## config.mk

```make
export PLATFORM = sky130hd
export DESIGN_NAME = or16
export DESIGN_NICKNAME = d
export VERILOG_FILES = /design/src/rtl/or16_pkg.sv /design/src/rtl/or1_nand.sv /design/src/rtl/or16.sv
export SDC_FILE = /design/constraint.sdc
export NUM_CORES = 1
export LEC_CHECK = 0
export CAP_MARGIN = 15
export CORE_MARGIN = 2
export CORE_UTILIZATION = 25
export DETAILED_ROUTE_END_ITERATION = 8
export PLACE_DENSITY_LB_ADDON = 0.3
export SLEW_MARGIN = 20
export SYNTH_ARGS = -nofsm -noshare
export SYNTH_HDL_FRONTEND = slang
export SYNTH_SLANG_ARGS = --single-unit
```

## constraint.sdc

```tcl
create_clock -name vclk -period 1.55
set_clock_uncertainty 0.2 [all_clocks]
set_input_delay 0.155 -clock vclk [all_inputs]
set_output_delay 0.155 -clock vclk [all_outputs]
set_load 0.02 [all_outputs]
```

## src/rtl/or16_pkg.sv

```systemverilog
// rtl/or16_pkg.sv - shared width, word type and reset constant for the or16 gate
package or16_pkg;
  localparam int OR16_WIDTH = 16;
  typedef logic [OR16_WIDTH-1:0] or16_word_t;
  localparam or16_word_t OR16_ZERO = '0;
endpackage

```

## src/rtl/or1_nand.sv

```systemverilog
// rtl/or1_nand.sv - 1-bit OR cell built purely from two-input NAND gates
module or1_nand (
  input  logic x,
  input  logic y,
  output logic z
);
  logic nx;
  logic ny;

  // A 1 on either input pins that NAND's output low, so z resolves to 1 even if the other input is X.
  assign nx = ~(x & x);
  assign ny = ~(y & y);
  assign z  = ~(nx & ny);
endmodule

```

## src/rtl/or16.sv

```systemverilog
// rtl/or16.sv - bit-sliced WIDTH-bit OR with nonzero flag and capture stage
// Build option: OR16_REG_OUT_EN makes out_q/out_nz_q flops, otherwise they bypass out/out_nz.
module or16
  import or16_pkg::*;
#(
  parameter int WIDTH = OR16_WIDTH
) (
  input  logic             clk,
  input  logic             rst,
  input  logic [WIDTH-1:0] a,
  input  logic [WIDTH-1:0] b,
  output logic [WIDTH-1:0] out,
  output logic             out_nz,
  output logic [WIDTH-1:0] out_q,
  output logic             out_nz_q
);
  localparam int LEAVES = 1 << $clog2(WIDTH);

  genvar i;
  generate
    for (i = 0; i < WIDTH; i++) begin : g_slice
      or1_nand u_or (.x(a[i]), .y(b[i]), .z(out[i]));
    end
  endgenerate

  // Heap-indexed reduce tree: node[1] is the root, leaves sit at LEAVES..2*LEAVES-1, padded with 0.
  logic [2*LEAVES-1:1] node;

  generate
    for (i = 0; i < LEAVES; i++) begin : g_leaf
      if (i < WIDTH) begin : g_used
        assign node[LEAVES+i] = out[i];
      end else begin : g_pad
        assign node[LEAVES+i] = 1'b0;
      end
    end
    for (i = 1; i < LEAVES; i++) begin : g_tree
      or1_nand u_or (.x(node[2*i]), .y(node[2*i+1]), .z(node[i]));
    end
  endgenerate

  assign out_nz = node[1];

`ifdef OR16_REG_OUT_EN
  always_ff @(posedge clk or posedge rst) begin
    if (rst) begin
      out_q    <= WIDTH'(OR16_ZERO);
      out_nz_q <= 1'b0;
    end else begin
      out_q    <= out;
      out_nz_q <= out_nz;
    end
  end
`else
  logic unused_clk_rst;
  assign unused_clk_rst = &{1'b0, clk, rst};
  assign out_q    = out;
  assign out_nz_q = out_nz;
`endif
endmodule

```

* After elaboration in Yosys (flattened, before gate mapping) *
Cells that the tools add are included.

word-level totals
  output and inout port bits = 34
  input bits = 34
  word-level logic and storage cells = 80
  memories = 0
  flip-flop bits (word level) = 0
  memory bits (read-only) = 0
  bits in latches = 0
  memory bits (writable) = 0

cells by class
  reduce and logical (&&, ||, !) cells = 0
  bitwise gates (word level) = 80
  multiplexer cells = 0
  shifts and indexed selects = 0
  div/mod/pow operators = 0
  equal/unequal tests = 0
  add/subtract/negate cells = 0
  multipliers = 0
  $lt $le $gt $ge = 0

operators by type and width
  operator       count
  $not A1 Y1     49
  $and A1 B1 Y1  31

* Depth between registers and ports, before layout *
  word-level depth = 7
  mapped depth = 4
  depth with buffers taken out = 3

* By module *
Synthesis repeated with hierarchy kept, for this count alone.

second synthesis, totals
  cell total of the unflattened synthesis = 64
  area total of the unflattened synthesis = 441.7 um^2

modules (own cells, without submodules)
  module    area an instance (um^2)  sequential area each (um^2)  cells each  times used
  or16      247.7                    0.0                          33          1
  or1_nand  6.3                      0.0                          1           31

* Worst setup path before layout *
No wires, ideal clock.

  path type = in2out
  start = input port b[15]
  end = output port out_nz_q
  arrival = 1.011 ns
  slack = 0.184 ns
  path buffers = 1
  cell stages on the path = 4
  data required time = 1.195 ns
  path through = nor4_1 -> nand4_1 -> or2_1 -> buf_4

between the ends
  longest elaborated chain between the ends = 7

RTL lines
  what                         line            source
  start, declared              or16.sv:11      input logic [WIDTH-1:0] b,
  $not A1 Y1                   or1_nand.sv:12  assign ny = ~(y & y);
  $and A1 B1 Y1 (5 in series)  or1_nand.sv:13  assign z = ~(nx & ny);
  $not A1 Y1                   or1_nand.sv:13
  end, declared                or16.sv:15      output logic out_nz_q

Every way passes these cells.

* Final worst setup path *
  start = input port b[11]
  end = output port out[11]

between the ends
  longest elaborated chain between the ends = 3

RTL lines
  what           line            source
  $not A1 Y1     or1_nand.sv:12
  $and A1 B1 Y1  or1_nand.sv:13
  $not A1 Y1     or1_nand.sv:13
  end, declared  or16.sv:12      output logic [WIDTH-1:0] out,

Every way passes these cells.

==> results.yml <==
logic_synthesis:
  synth_common_cells: "buf_4 (33), or2_1 (17), nor4_1 (7), nand4_1 (2), nor4_2 (1)"
  synth.most_common_cell: "buf_4"
  netlist_area_um2: 423
  ys_top_cells_by_area: "buf_4 (59%), or2_1 (25%), nor4_1 (10%)"
  synth.yosys.seq_area_share_pct: 0
  yosys_warnings: 0
  synth.avg_cell_area_um2: 7.05
  synth.distinct_cells: 5
  syn_inst: 60
  yosysTopAreaCell: "buf_4"
  synth_top_area_share_pct: 58.6
  synth_fp_nets: 94
cells_and_area:
  fin_nets: 129
  area_growth_pct: 97.6
  diodes: 0
  multiInputGateArea_um2: 206
  post-route-util_pct: 54.2
  seq_cells: 0
  clock_buffers: 0
  seq_area_um2: 0
  fillers: 156
  drive_above_1_share_pct: 20.4
  final_cells: 109
power:
  p_clk_share_pct: 0
  swShare_pct: 46.6
  seq_power_share_pct: 0
  power_leakage_nw: 0.349
  ir_drop_mv: 0.131
  p_sw_w: 0.000107
  p_per_area_nw_per_um2: 274
  power.internal_w: 0.000122
  pwr-share-comb_pct: 100.0
floorplan:
  start_util_pct: 27.4
  core_um2: 1540
  rows: 14
  die-area_um2: 2040
  die_h_um: 45.1
  die-width_um: 45.1
  io_pins: 68
worst_setup_path:
  crit_type: "in -> out"
  crit_arrival_ns: 1.17
  critical_path_buf_inv_count: 2
  start_kind: "input port"
  crit_path_max_fanout: 2
  cp_cell_sequence: "dlygate4sd2_1 > or2_1 > clkdlybuf4s50_1"
  crit_slowest_cell: "clkdlybuf4s50_1"
  required_ns: 1.19
  crit_family: "buffers and inverters"
  cp_slowest_stage_delay_ns: 0.54
  critPathCaptureType: "output port"
drt:
  vias: 484
  avgRoutedWirePerCell_um: 11.4
  dr.pass1.iters: 3
  ant_nets: 0
  vias_per_cell: 4.44
  drc: 0
  drt_wl_total_um: 1240
  drt_iter0_markers: 2
sta:
  fmax_mhz: 658
  period_needed_ns: 1.52
  setup_viol: 0
  fin_crit_sh_pct: 98.1
  rsz0062_at_grt: "no"
  final_hold_viol_count: 0
  worstMarginPinSlew_ns: 0.230
  relSlewSlack_pct: 84.5
  slew_viol_final: 0
clock_network:
  cts-hold-fix-buffers: 0
worst_hold_path:
  holdCritPathClass: "in -> out"
place:
  place_inst: 109
  place.gp.congestion: 0.586
  io_buffers: 66
  dp_hpwl_um: 1110
global_routing:
  grt_pass1_vias: 466
  grtUsageTotal_pct: 10.6
  grt_pass1_wl_um: 1720
  antenna_found_initial: 0
  grt_start_max_net_pins: 3
  grt_overflow: 0
run_status:
  status: "finished, final reports clean"
job:
  max_cap_viol_count: 0
==> power by group through the flow <==
stage          Sequential (W)  Clock (W)  Combinational [W]
5_1_grt                     0          0           0.000243
3_3_place_gp                0          0           0.000254
4_1_cts                     0          0           0.000233
6_report                    0          0           0.000229
2_1_floorplan               0          0           0.000142
3_5_place_dp                0          0           0.000257
==> final timing paths <==
path / start / end / slack [ns] / cells past startpoint
worst max-delay path: b[11] / out[11] / 0.03 / 3
worst min-delay path: a[11] / out_q[11] / 0.52 / 3
==> cell families after synthesis <==
| kind of cell | synth area share (%) |
|---|---|
| buf+inv | 58.6 |
| simple gates | 41.4 |
==> layout by cell type (no fill, tap or decap) <==
cell	instances
nor4_2	6
nand4_1	2
buf_6	2
dlymetal6s2s_1	5
or2_1	17
dlygate4sd2_1	9
clkdlybuf4s50_1	25
clkdlybuf4s15_1	14
clkbuf_2	11
nor4_1	2
==> layer usage <==
metal	global-route usage [%]	vias up	part of all wire [%]	wire, um
met4	0	0	0	0
met1	10.7	207	33	404
met2	22.6	41	53	660
met5	0	-	0	0
li1	-	236	-	-
met3	2.40	0	14	173
==> final cells by class <==
class,count,share of cell area (%)
repair buffers,66,72.9
multi-input cells,27,24.7
well taps,16,2.40
==> timing repair <==
action	CTS	global route
cloned	0	0
pin swaps	11	11
setup buffers	0	0
gates resized for setup	59	33
setup endpoints to repair	34	25
==> metrics by stage <==
step	TNS (ns)	setup WS [ns]	hold WS [ns]	cell area, um^2	total power (W)
6_report	0	0.0292	0.525	836	0.000229
3_5_place_dp	-6.63	-0.639	1.28	856	0.000257
2_1_floorplan	0	0.184	0.331	423	0.000142
4_1_cts	0	0.00144	0.693	847	0.000233
3_3_place_gp	-6.27	-0.620	1.27	856	0.000254
5_1_grt	0	0.00191	0.554	836	0.000243
Power figures use the tool's default switching activity.
